### src/rtl/hyperbus_pkg.sv
// Shared HyperBus types and constants: sequencer states, CA layout and
// default latency.
package hyperbus_pkg;

   localparam int unsigned HB_CA_W            = 48;
   localparam int unsigned HB_CA_IDX_HI       = 2;  // CA[47:32], first word on the bus
   localparam int unsigned HB_CA_IDX_MID      = 1;  // CA[31:16]
   localparam int unsigned HB_CA_IDX_LO       = 0;  // CA[15:0]
   localparam int unsigned HB_DEFAULT_LATENCY = 6;

   typedef enum logic [2:0] {
      HB_IDLE,
      HB_CMD0,
      HB_CMD1,
      HB_CMD2,
      HB_LAT,
      HB_DATA,
      HB_END
   } hb_txn_state_e;

   function automatic logic [15:0] hb_ca_word(input logic [HB_CA_W-1:0] ca,
                                              input int unsigned      idx);
      return ca[idx*16 +: 16];
   endfunction

endpackage

### src/rtl/hyperbus_txn_ctrl_if.sv
// Request, PHY and data-beat signals of the transaction sequencer.
// The front-end/PHY side uses master, the sequencer uses slave.
interface hyperbus_txn_ctrl_if #(
   parameter int unsigned MAX_BURST_W = 16,
   parameter int unsigned LAT_W       = 5
);
   logic                   trans_valid_i;
   logic                   trans_ready_o;
   logic                   trans_rw_i;
   logic                   trans_address_space_i;
   logic                   trans_burst_type_i;
   logic [31:0]            trans_address_i;
   logic [MAX_BURST_W-1:0] trans_burst_i;
   logic [LAT_W-1:0]       cfg_latency_i;
   logic [LAT_W-1:0]       cfg_cs_recovery_i;
   logic                   rwds_i;
   logic                   cs_no;
   logic                   ca_valid_o;
   logic [15:0]            ca_o;
   logic                   tx_valid_i;
   logic                   tx_ready_o;
   logic                   rx_valid_i;
   logic                   busy_o;
   logic                   done_o;

   modport master (
      output trans_valid_i, trans_rw_i, trans_address_space_i, trans_burst_type_i,
             trans_address_i, trans_burst_i, cfg_latency_i, cfg_cs_recovery_i,
             rwds_i, tx_valid_i, rx_valid_i,
      input  trans_ready_o, cs_no, ca_valid_o, ca_o, tx_ready_o, busy_o, done_o
   );

   modport slave (
      input  trans_valid_i, trans_rw_i, trans_address_space_i, trans_burst_type_i,
             trans_address_i, trans_burst_i, cfg_latency_i, cfg_cs_recovery_i,
             rwds_i, tx_valid_i, rx_valid_i,
      output trans_ready_o, cs_no, ca_valid_o, ca_o, tx_ready_o, busy_o, done_o
   );

endinterface

### src/rtl/hyperbus_cmd_addr_gen.sv
// Packs a latched request into the 48-bit HyperBus command-address.
// The low word carries only the sub-page offset, addr[2:0].
module hyperbus_cmd_addr_gen
   import hyperbus_pkg::*;
(
   input  logic               rw,
   input  logic               space,
   input  logic               burst_type,
   input  logic [31:0]        address,
   output logic [HB_CA_W-1:0] ca
);

   assign ca = {rw, space, burst_type, address[31:3], 13'd0, address[2:0]};

endmodule

### src/rtl/hyperbus_txn_ctrl.sv
// HyperBus transaction sequencer: CA issue, initial latency (optionally doubled
// by RWDS), data-beat counting and chip-select recovery.
module hyperbus_txn_ctrl
   import hyperbus_pkg::*;
#(
   parameter int unsigned MAX_BURST_W = 16,
   parameter int unsigned LAT_W       = 5
) (
   input  logic               clk_i,
   input  logic               rst_ni,
   hyperbus_txn_ctrl_if.slave bus
);

   hb_txn_state_e          state, next;
   logic                   rw_q, space_q, bt_q, lat_double;
   logic [31:0]            addr_q;
   logic [MAX_BURST_W-1:0] burst_q, beat_cnt;
   logic [LAT_W-1:0]       lat_q, rec_q, rec_cnt, rec_eff;
   logic [LAT_W:0]         lat_cnt, lat_len;
   logic                   done_q, beat, zero_lat, burst_zero, enter_end;
   logic [HB_CA_W-1:0]     ca;

   hyperbus_cmd_addr_gen u_ca (
      .rw        (rw_q),
      .space     (space_q),
      .burst_type(bt_q),
      .address   (addr_q),
      .ca        (ca)
   );

   assign lat_len    = lat_double ? {lat_q, 1'b0} : {1'b0, lat_q};
   // Register-space writes carry no initial latency.
   assign zero_lat   = (!rw_q && space_q) || (lat_len == '0);
   assign burst_zero = (burst_q == '0);
   assign rec_eff    = (rec_q == '0) ? LAT_W'(1) : rec_q;
   assign beat       = (state == HB_DATA) && (rw_q ? bus.rx_valid_i : bus.tx_valid_i);
   assign enter_end  = (next == HB_END) && (state != HB_END);

   always_ff @(posedge clk_i or negedge rst_ni) begin
      if (!rst_ni) state <= HB_IDLE;
      else         state <= next;
   end

   always_comb begin
      next = state;
      case (state)
         HB_IDLE: if (bus.trans_valid_i) next = HB_CMD0;
         HB_CMD0: next = HB_CMD1;
         HB_CMD1: next = HB_CMD2;
         HB_CMD2: begin
            if (!zero_lat)       next = HB_LAT;
            else if (burst_zero) next = HB_END;
            else                 next = HB_DATA;
         end
         HB_LAT:  if (lat_cnt == (LAT_W+1)'(1)) next = burst_zero ? HB_END : HB_DATA;
         HB_DATA: if (beat && (beat_cnt == MAX_BURST_W'(1))) next = HB_END;
         HB_END:  if (rec_cnt == LAT_W'(1)) next = HB_IDLE;
         default: next = HB_IDLE;
      endcase
   end

   // Request fields and config are captured once, at accept.
   always_ff @(posedge clk_i or negedge rst_ni) begin
      if (!rst_ni) begin
         rw_q       <= 1'b0;
         space_q    <= 1'b0;
         bt_q       <= 1'b0;
         addr_q     <= '0;
         burst_q    <= '0;
         lat_q      <= '0;
         rec_q      <= '0;
         lat_double <= 1'b0;
         lat_cnt    <= '0;
         beat_cnt   <= '0;
         rec_cnt    <= '0;
         done_q     <= 1'b0;
      end else begin
         if (state == HB_IDLE && bus.trans_valid_i) begin
            rw_q    <= bus.trans_rw_i;
            space_q <= bus.trans_address_space_i;
            bt_q    <= bus.trans_burst_type_i;
            addr_q  <= bus.trans_address_i;
            burst_q <= bus.trans_burst_i;
            lat_q   <= bus.cfg_latency_i;
            rec_q   <= bus.cfg_cs_recovery_i;
         end
         if (state == HB_CMD0) lat_double <= bus.rwds_i;
         if (state == HB_CMD2) begin
            lat_cnt  <= lat_len;
            beat_cnt <= burst_q;
         end
         if (state == HB_LAT) lat_cnt <= lat_cnt - (LAT_W+1)'(1);
         if (beat)            beat_cnt <= beat_cnt - MAX_BURST_W'(1);
         if (enter_end)            rec_cnt <= rec_eff;
         else if (state == HB_END) rec_cnt <= rec_cnt - LAT_W'(1);
         done_q <= enter_end;
      end
   end

   always_comb begin
      bus.trans_ready_o = 1'b0;
      bus.cs_no         = 1'b1;
      bus.ca_valid_o    = 1'b0;
      bus.ca_o          = '0;
      bus.tx_ready_o    = 1'b0;
      bus.busy_o        = 1'b1;
      bus.done_o        = done_q;
      case (state)
         HB_IDLE: begin
            bus.trans_ready_o = 1'b1;
            bus.busy_o        = 1'b0;
         end
         HB_CMD0: begin
            bus.cs_no      = 1'b0;
            bus.ca_valid_o = 1'b1;
            bus.ca_o       = hb_ca_word(ca, HB_CA_IDX_HI);
         end
         HB_CMD1: begin
            bus.cs_no      = 1'b0;
            bus.ca_valid_o = 1'b1;
            bus.ca_o       = hb_ca_word(ca, HB_CA_IDX_MID);
         end
         HB_CMD2: begin
            bus.cs_no      = 1'b0;
            bus.ca_valid_o = 1'b1;
            bus.ca_o       = hb_ca_word(ca, HB_CA_IDX_LO);
         end
         HB_LAT:  bus.cs_no = 1'b0;
         HB_DATA: begin
            bus.cs_no      = 1'b0;
            bus.tx_ready_o = !rw_q;
         end
         default: ;
      endcase
   end

endmodule

### src/flat_wrapper.sv
// flat-port wrapper written by rule: the top's interface ports become plain ports
module hyperbus_txn_ctrl_flat import hyperbus_pkg::*;
#(
   parameter int unsigned MAX_BURST_W = 16,
   parameter int unsigned LAT_W       = 5
)
  (clk_i, rst_ni, bus_trans_valid_i, bus_trans_rw_i, bus_trans_address_space_i, bus_trans_burst_type_i, bus_trans_address_i, bus_trans_burst_i, bus_cfg_latency_i, bus_cfg_cs_recovery_i, bus_rwds_i, bus_tx_valid_i, bus_rx_valid_i, bus_trans_ready_o, bus_cs_no, bus_ca_valid_o, bus_ca_o, bus_tx_ready_o, bus_busy_o, bus_done_o);
  hyperbus_txn_ctrl_if #(.MAX_BURST_W(MAX_BURST_W), .LAT_W(LAT_W)) bus_i ();
  input  logic clk_i;
  input  logic rst_ni;
  input wire logic [$bits(bus_i.trans_valid_i)-1:0] bus_trans_valid_i;
  input wire logic [$bits(bus_i.trans_rw_i)-1:0] bus_trans_rw_i;
  input wire logic [$bits(bus_i.trans_address_space_i)-1:0] bus_trans_address_space_i;
  input wire logic [$bits(bus_i.trans_burst_type_i)-1:0] bus_trans_burst_type_i;
  input wire logic [$bits(bus_i.trans_address_i)-1:0] bus_trans_address_i;
  input wire logic [$bits(bus_i.trans_burst_i)-1:0] bus_trans_burst_i;
  input wire logic [$bits(bus_i.cfg_latency_i)-1:0] bus_cfg_latency_i;
  input wire logic [$bits(bus_i.cfg_cs_recovery_i)-1:0] bus_cfg_cs_recovery_i;
  input wire logic [$bits(bus_i.rwds_i)-1:0] bus_rwds_i;
  input wire logic [$bits(bus_i.tx_valid_i)-1:0] bus_tx_valid_i;
  input wire logic [$bits(bus_i.rx_valid_i)-1:0] bus_rx_valid_i;
  output wire logic [$bits(bus_i.trans_ready_o)-1:0] bus_trans_ready_o;
  output wire logic [$bits(bus_i.cs_no)-1:0] bus_cs_no;
  output wire logic [$bits(bus_i.ca_valid_o)-1:0] bus_ca_valid_o;
  output wire logic [$bits(bus_i.ca_o)-1:0] bus_ca_o;
  output wire logic [$bits(bus_i.tx_ready_o)-1:0] bus_tx_ready_o;
  output wire logic [$bits(bus_i.busy_o)-1:0] bus_busy_o;
  output wire logic [$bits(bus_i.done_o)-1:0] bus_done_o;
  assign bus_i.trans_valid_i = bus_trans_valid_i;
  assign bus_i.trans_rw_i = bus_trans_rw_i;
  assign bus_i.trans_address_space_i = bus_trans_address_space_i;
  assign bus_i.trans_burst_type_i = bus_trans_burst_type_i;
  assign bus_i.trans_address_i = bus_trans_address_i;
  assign bus_i.trans_burst_i = bus_trans_burst_i;
  assign bus_i.cfg_latency_i = bus_cfg_latency_i;
  assign bus_i.cfg_cs_recovery_i = bus_cfg_cs_recovery_i;
  assign bus_i.rwds_i = bus_rwds_i;
  assign bus_i.tx_valid_i = bus_tx_valid_i;
  assign bus_i.rx_valid_i = bus_rx_valid_i;
  assign bus_trans_ready_o = bus_i.trans_ready_o;
  assign bus_cs_no = bus_i.cs_no;
  assign bus_ca_valid_o = bus_i.ca_valid_o;
  assign bus_ca_o = bus_i.ca_o;
  assign bus_tx_ready_o = bus_i.tx_ready_o;
  assign bus_busy_o = bus_i.busy_o;
  assign bus_done_o = bus_i.done_o;
  hyperbus_txn_ctrl #(.MAX_BURST_W(MAX_BURST_W), .LAT_W(LAT_W)) u_core (.clk_i(clk_i), .rst_ni(rst_ni), .bus(bus_i));
endmodule
### config.mk
export PLATFORM = sky130hd
export DESIGN_NAME = hyperbus_txn_ctrl_flat
export DESIGN_NICKNAME = d
export VERILOG_FILES = /design/src/rtl/hyperbus_pkg.sv /design/src/rtl/hyperbus_txn_ctrl_if.sv /design/src/rtl/hyperbus_cmd_addr_gen.sv /design/src/rtl/hyperbus_txn_ctrl.sv /design/src/flat_wrapper.sv
export SDC_FILE = /design/constraint.sdc
export NUM_CORES = 1
export LEC_CHECK = 0
export CORE_ASPECT_RATIO = 1.4
export CORE_MARGIN = 1.5
export CORE_UTILIZATION = 47
export DETAILED_ROUTE_END_ITERATION = 12
export PLACE_DENSITY = 0.81
export SLEW_MARGIN = 20
export SYNTH_ARGS = -nofsm -noshare
export SYNTH_HDL_FRONTEND = slang
export SYNTH_SLANG_ARGS = --single-unit
### constraint.sdc
create_clock -name clk_i -period 1.85 [get_ports clk_i]
set_input_delay 0.2775 -clock clk_i [delete_from_list [all_inputs] [get_ports clk_i]]
set_output_delay 0.2775 -clock clk_i [all_outputs]
set_load 0.02 [all_outputs]
==> results.yml, run 1 <==
run_status:
  outcome: "finished with violations"
  failed_checks: "negative setup slack"
clocking:
  cts_buffer_depth: 2
  cts_tree: "done"
  cts.clk_slew.worst_paths_ns: 0.06
  h-tree-depth: 3
  insertion_delay_ns: 0.34
  cts_num_sinks: 93
  cts-root-buf: "clkbuf_16"
  numCtsBuffers: 9
logic_synthesis:
  synth-async-reset-ratio_pct: 100
  synth_edf_count: 0
  synth_fp_nets: 482
  yosysUniqueCellTypes: 63
  yosys.area.top_type: "dfrtp_1"
  synth_flop_cell: "dfrtp_1"
  yosysWarningCount: 0
  synth_area_leaders: "dfrtp_1 50%, mux2_2 16%, nor2_1 3.7%"
  yosysSeqAreaShare_pct: 50.3
  ys_ff_latch: 93
  postSynthCellCount: 409
  syn_avg_cell_area_um2: 11.3
  syn_area_um2: 4630
  synth_top_cell_area_share_pct: 50.3
die:
  start_util_pct: 48.7
  core_area_um2: 9510
  die-area_um2: 10500
  die_x_um: 86.9
  design.portCount: 89
  rows: 42
  die_h_um: 120
power_and_ir_drop:
  power_density_nw_per_um2: 1690
  p_leak_uw: 0.00281
  total_power_uw: 11100
  irDropWorstVdd_uv: 938
global_routing:
  grt_usage_pct: 24.0
  grt_first_pass_wirelength_mm: 19.6
  grt_util_met2_pct: 41.6
  grt_pass1_vias: 4087
  antenna_found_initial: 0
  overflow: 0
  grt_use_met3_pct: 5.19
  grt_use_met1_pct: 28.7
  grt_most_used_layer: "met2"
  grt_max_degree: 36
drt:
  route.detailed.drc: 0
  wl_per_cell_um: 17.9
  totalWireLength_mm: 12.3
  viasPerCell: 5.57
  dr.pass1.iters: 4
  ant_nets: 0
  dr_total_vias: 3830
  drt_iter0_markers: 216
finish:
  fin_nets: 624
  layout.cells.non_filler: 687
  nFillCells: 667
  diodes: 0
  final_common_cell: "dfrtp_1"
  drive_gt1_share_pct: 38.4
  layout_common_cells: "90 x dfrtp_1, 69 x buf_4, 66 x clkdlybuf4s50_1, 64 x mux2_2, 45 x nor2_1"
  fin_area_um2: 6570
  syn_to_final_growth_pct: 42.0
placed_design:
  dpl_cell_area_um2: 5980
  dp_cells: 656
  place_congestion: 0.957
  portBuffers: 88
  place_hpwl_mm: 8.61
sta:
  min_period_ns: 1.92
  rsz0062_at_grt: "true"
  finalCritPeriodShare_pct: 104
  clock_skew_ns: 0.00720
  fmax_mhz: 522
  drv_slew: 0
  finalHoldViolations: 0
  setup_slack_ns: -0.0665
  worstMarginPinSlew_ns: 0.504
  slew_headroom_pct: 65.9
  setup_viol: 24
  setup_tns_ns: -0.605
critical_path:
  critPathKind: "reg -> out"
  crit_arrival_ns: 1.64
  endpoint_kind: "output pin"
  timing.rr.end: "u_core.rec_cnt[1]"
  critical_path_peak_fanout: 8
  reg2reg_from: "u_core.burst_q[15]"
  reg2regPathDepth: 7
  reg2reg_slack_ns: -0.05
  critPathSlowestCell: "dfrtp_2"
  crit_chain: "buf_6 > nor2b_4 > buf_8 > a22oi_2 > nor2_1 > buf_4"
  cp-start-kind: "flip-flop"
  critPathRequiredTime_ns: 1.57
  critPathMaxStageDelay_ns: 0.45
worst_hold_path:
  min_path_type: "in -> async"
run:
  cap_violations: 0
[state kept, by name (all words and copies together), names as in the netlist]
signal / flops
u_core.rec_cnt: 5
u_core.space_q: 1
u_core.bt_q: 1
u_core.addr_q: 32
u_core.state: 3
u_core.lat_double: 1
u_core.beat_cnt: 16
u_core.lat_cnt: 6
u_core.rec_q: 5
u_core.lat_q: 5
u_core.bus.done_o: 1
u_core.burst_q: 16
u_core.rw_q: 1
[metal layers]
layer,vias to the layer above,wire (um)
met5,-,0
met4,0,286
met3,22,618
met2,129,6590
met1,1892,4810
li1,1787,-
[power by group]
part / switching (uW) / leakage (uW) / internal [uW]
clock network: 748 / 0.000145 / 1070
logic: 2440 / 0.00157 / 2790
registers: 1010 / 0.00110 / 3060
total: 4190 / 0.00281 / 6920
[stage by stage]
stage | hold slack [ns] | setup slack, ns | utilization [%]
6_report | 0.369 | -0.0665 | 69.1
2_1_floorplan | -0.0181 | -0.0144 | -
5_1_grt | 0.396 | -0.140 | 69.1
3_5_place_dp | 0.195 | -0.182 | 62.9
4_1_cts | 0.376 | -0.0819 | 66.5
3_3_place_gp | 0.195 | -0.206 | 62.9
[critical path, delay by kind of cell, from the launching register on]
kind,cells,cell delay (ns)
buf+inv,3,0.48
flops,1,0.45
simple gates,2,0.30
compound gates,1,0.08
[final cells by class]
| class | instances | area (um2) | share of cell area (%) |
|---|---|---|---|
| multi-input combinational | 284 | 2350 | 35.8 |
| sequential | 93 | 2330 | 35.5 |
| timing repair buffer | 154 | 1400 | 21.3 |
| clock buffer | 11 | 243 | 3.69 |
| tap | 132 | 165 | 2.51 |
| clock inverter | 4 | 48.8 | 0.742 |
| inverter | 9 | 33.8 | 0.514 |
[timing repair]
item                                    in CTS  in global routing
cloned                                       1                  1
pin swaps                                    4                 27
endpoints found under the setup margin      29                 84
gates resized for setup                    103                 49
hold buffers                                 1                  0
endpoints found under the hold margin       21                  0
setup buffers                                4                 10
[cells by family after synthesis]
| family | share of synthesized area [%] |
|---|---|
| compound gates | 12.5 |
| xor+xnor | 0.189 |
| fa+ha+maj | 1.62 |
| buf+inv | 3.11 |
| flops | 50.3 |
| mux | 16.9 |
| simple gates | 15.4 |
[how the worst max path moves through the flow]
stage | from | to | slack, ns
after floorplan | u_core.state[2] | u_core.addr_q[10] | -0.01
after global placement | bus_rx_valid_i | u_core.rec_cnt[2] | -0.21
after detailed placement | bus_rx_valid_i | u_core.rec_cnt[2] | -0.18
after CTS | u_core.state[0] | u_core.rec_cnt[2] | -0.08
after global routing | u_core.state[1] | bus_ca_o[14] | -0.14
final | u_core.state[1] | bus_ca_o[14] | -0.07
[Yosys cell counts, types with 3 or more instances]
| library cell | n |
|---|---|
| o22ai_1 | 3 |
| nor2b_1 | 5 |
| a21oi_1 | 12 |
| a311oi_1 | 3 |
| nor3_1 | 10 |
| mux2_2 | 65 |
| o211ai_1 | 3 |
| a211oi_1 | 4 |
| nor2_1 | 46 |
| and4_1 | 3 |
| a22oi_1 | 18 |
| o221ai_1 | 3 |
| nand3_1 | 7 |
| ha_1 | 6 |
| buf_2 | 10 |
| a221o_1 | 4 |
| dfrtp_1 | 93 |
| inv_1 | 9 |
| clkbuf_1 | 9 |
| or4_1 | 3 |
| o21ai_0 | 9 |
| nor4_1 | 8 |
| nand2_1 | 23 |
| mux2i_1 | 5 |
(Power assumes the default switching activity.)
==> inputs of run 2 (changes only) <==
--- a/config.mk
+++ b/config.mk
@@ -7,9 +7,9 @@
 export LEC_CHECK = 0
 export CORE_ASPECT_RATIO = 1.4
 export CORE_MARGIN = 1.5
-export CORE_UTILIZATION = 47
+export CORE_UTILIZATION = 45
 export DETAILED_ROUTE_END_ITERATION = 12
-export PLACE_DENSITY = 0.81
+export PLACE_DENSITY = 0.79
 export SLEW_MARGIN = 20
 export SYNTH_ARGS = -nofsm -noshare
 export SYNTH_HDL_FRONTEND = slang
==> run 2 against run 1 <==
Net effect: the run still ends with negative setup slack left; die area increased by 4.3%; sequential power about the same; critical path depth increased by 2; design area increased by 1.8%; clock power increased by 2%; worst hold slack improved by 0.046 ns; combinational power increased by 4.6%; core utilization decreased by 1.9 points; cell count increased by 1.3%; largest cell class unchanged; highest routed layer unchanged.
==> results.yml, run 2 (same netlist as run 1, synthesis figures left out) <==
run_status:
  outcome: "finished with violations"
  failed_checks: "negative setup slack"
finish:
  syn_to_final_growth_pct: 44.5
  layout_common_cells: "91 x dfrtp_1, 69 x buf_4, 66 x clkdlybuf4s50_1, 64 x mux2_2, 44 x nor2_1"
  drive_gt1_share_pct: 39.2
  nFillCells: 682
  largest_reg_flops: 32
  largest-register: "u_core.addr_q"
  largestRegisters: "u_core.addr_q (32), u_core.beat_cnt (16), u_core.burst_q (16)"
  layout.cells.non_filler: 696
  final_util_pct: 67.2
  fin_nets: 629
  final_common_cell: "dfrtp_1"
  diodes: 0
  fin_area_um2: 6690
drt:
  route.detailed.drc: 0
  totalWireLength_mm: 13.1
  ant_nets: 0
  drt_iter0_markers: 317
  viasPerCell: 5.68
  dr_total_vias: 3951
  dr.pass1.iters: 4
  wl_per_cell_um: 18.8
die:
  core_area_um2: 9950
  rows: 43
  die-area_um2: 10900
  die_x_um: 88.7
  die_h_um: 123
  start_util_pct: 46.5
  design.portCount: 89
critical_path:
  cp-start-kind: "flip-flop"
  crit_arrival_ns: 2.18
  critPathMaxStageDelay_ns: 0.42
  reg2reg_slack_ns: -0.12
  reg2regPathDepth: 8
  critical_path_peak_fanout: 6
  timing.rr.end: "u_core.rec_cnt[0]"
  crit_chain: "buf_6 > buf_8 > and3b_4 > a32oi_4 > a21oi_2 > buf_4 > nor4_1 > a211oi_2"
  critPathSlowestCell: "dfrtp_1"
  critPathKind: "reg -> reg"
  reg2reg_from: "u_core.state[1]"
  endpoint_kind: "flip-flop"
  critPathRequiredTime_ns: 2.06
power_and_ir_drop:
  power_density_nw_per_um2: 1700
  switching_share_pct: 38.0
  power_frac_seq_pct: 35.6
  comb_power_share_pct: 48.0
  power.switching_uw: 4320
  p_leak_uw: 0.00285
  irDropWorstVdd_uv: 1080
  clockPowerShare_pct: 16.4
  intPower_uw: 7050
  total_power_uw: 11400
sta:
  worstMarginPinSlew_ns: 0.525
  slew_headroom_pct: 64.7
  worst_hold_slack_ns: 0.415
  setup_slack_ns: -0.124
  min_period_ns: 1.97
  clock_skew_ns: 0.00393
  finalCritPeriodShare_pct: 107
  drv_slew: 0
  finalHoldViolations: 0
  rsz0062_at_grt: "true"
  setup_viol: 16
  fmax_mhz: 507
clocking:
  cts_tree: "done"
  cts_buffer_depth: 2
  cts-root-buf: "clkbuf_16"
  numCtsBuffers: 9
  h-tree-depth: 3
  cts_num_sinks: 93
  insertion_delay_ns: 0.34
  cts.clk_slew.worst_paths_ns: 0.06
placed_design:
  dpl_cell_area_um2: 6010
  place_congestion: 0.886
  place_hpwl_mm: 8.47
  dp_cells: 664
  portBuffers: 88
global_routing:
  grt_usage_pct: 23.1
  grt_pass1_vias: 4084
  overflow: 0
  antenna_found_initial: 0
  grt_max_degree: 47
  grt_first_pass_wirelength_mm: 19.4
worst_hold_path:
  min_path_type: "in -> async"
run:
  cap_violations: 0
## run 2: cell types whose count changed in the layout (fill, tap and decap cells not counted), sizes merged
cell	previous run	this run
buf	84	88
clkinvlp	0	4
clkinv	3	0
clkbuf	13	14
clkdlybuf4s15	0	1
dlygate4sd2	1	0
## run 2: per-layer routing
layer,GRT usage [%],vias up,share of wire [%]
met5,0,-,0
met4,10.3,0,3.2
met3,4.87,44,5.2
met2,40.4,167,54
met1,26.8,1939,37
li1,-,1801,-
## run 2: layout make-up
| type | instances | area (um2) | area share, % |
|---|---|---|---|
| clock inverters | 5 | 60.1 | 0.898 |
| repair buffers | 159 | 1490 | 22.3 |
| clock buffers | 11 | 243 | 3.63 |
| well taps | 135 | 169 | 2.52 |
| flip-flops and latches | 93 | 2330 | 34.8 |
| inverters | 9 | 33.8 | 0.505 |
| multi-input cells | 284 | 2370 | 35.4 |
## run 2: timing repair
item | 4_1_cts | 5_1_grt
gates resized for setup | 113 | 48
buffers inserted | 8 | 3
pin swaps | 8 | 27
hold endpoints to repair | 30 | 0
gates cloned | 1 | 3
endpoints found under the setup margin | 33 | 96
hold buffers | 1 | 0
## run 2: how the worst max path moves through the flow
stage / start / end / slack [ns] / cells after the start
2_1_floorplan: u_core.state[2] / u_core.addr_q[10] / -0.01 / 6
3_3_place_gp: bus_rx_valid_i / u_core.rec_cnt[2] / -0.18 / 7
3_5_place_dp: bus_rx_valid_i / u_core.rec_cnt[2] / -0.19 / 7
4_1_cts: u_core.state[1] / bus_ca_o[13] / -0.12 / 7
5_1_grt: u_core.burst_q[10] / u_core.rec_cnt[2] / -0.18 / 7
6_report: u_core.state[1] / u_core.rec_cnt[0] / -0.12 / 8
## run 2: power by group through the flow
stage,clock network [uW],registers (uW),logic (uW)
floorplan,0,3670,3030
global placement,0,3860,4610
detailed placement,0,3940,4780
CTS,1890,3960,4960
global route,1950,4150,5840
finish,1860,4050,5460
## run 2: worst max-delay path, delay by kind of cell (launching register included)
kind                   cells  cell delay, ns
buffers and inverters      3            0.44
AOI/OAI and AO/OA          3            0.39
DFF                        1            0.42
and+or+nand+nor            2            0.60
## run 2: stage by stage
step | worst slack, ns | TNS (ns)
detailed placement | -0.192 | -2.74
global placement | -0.180 | -1.45
CTS | -0.123 | -0.720
floorplan | -0.0144 | -0.911
global route | -0.182 | -2.37
finish | -0.124 | -0.593
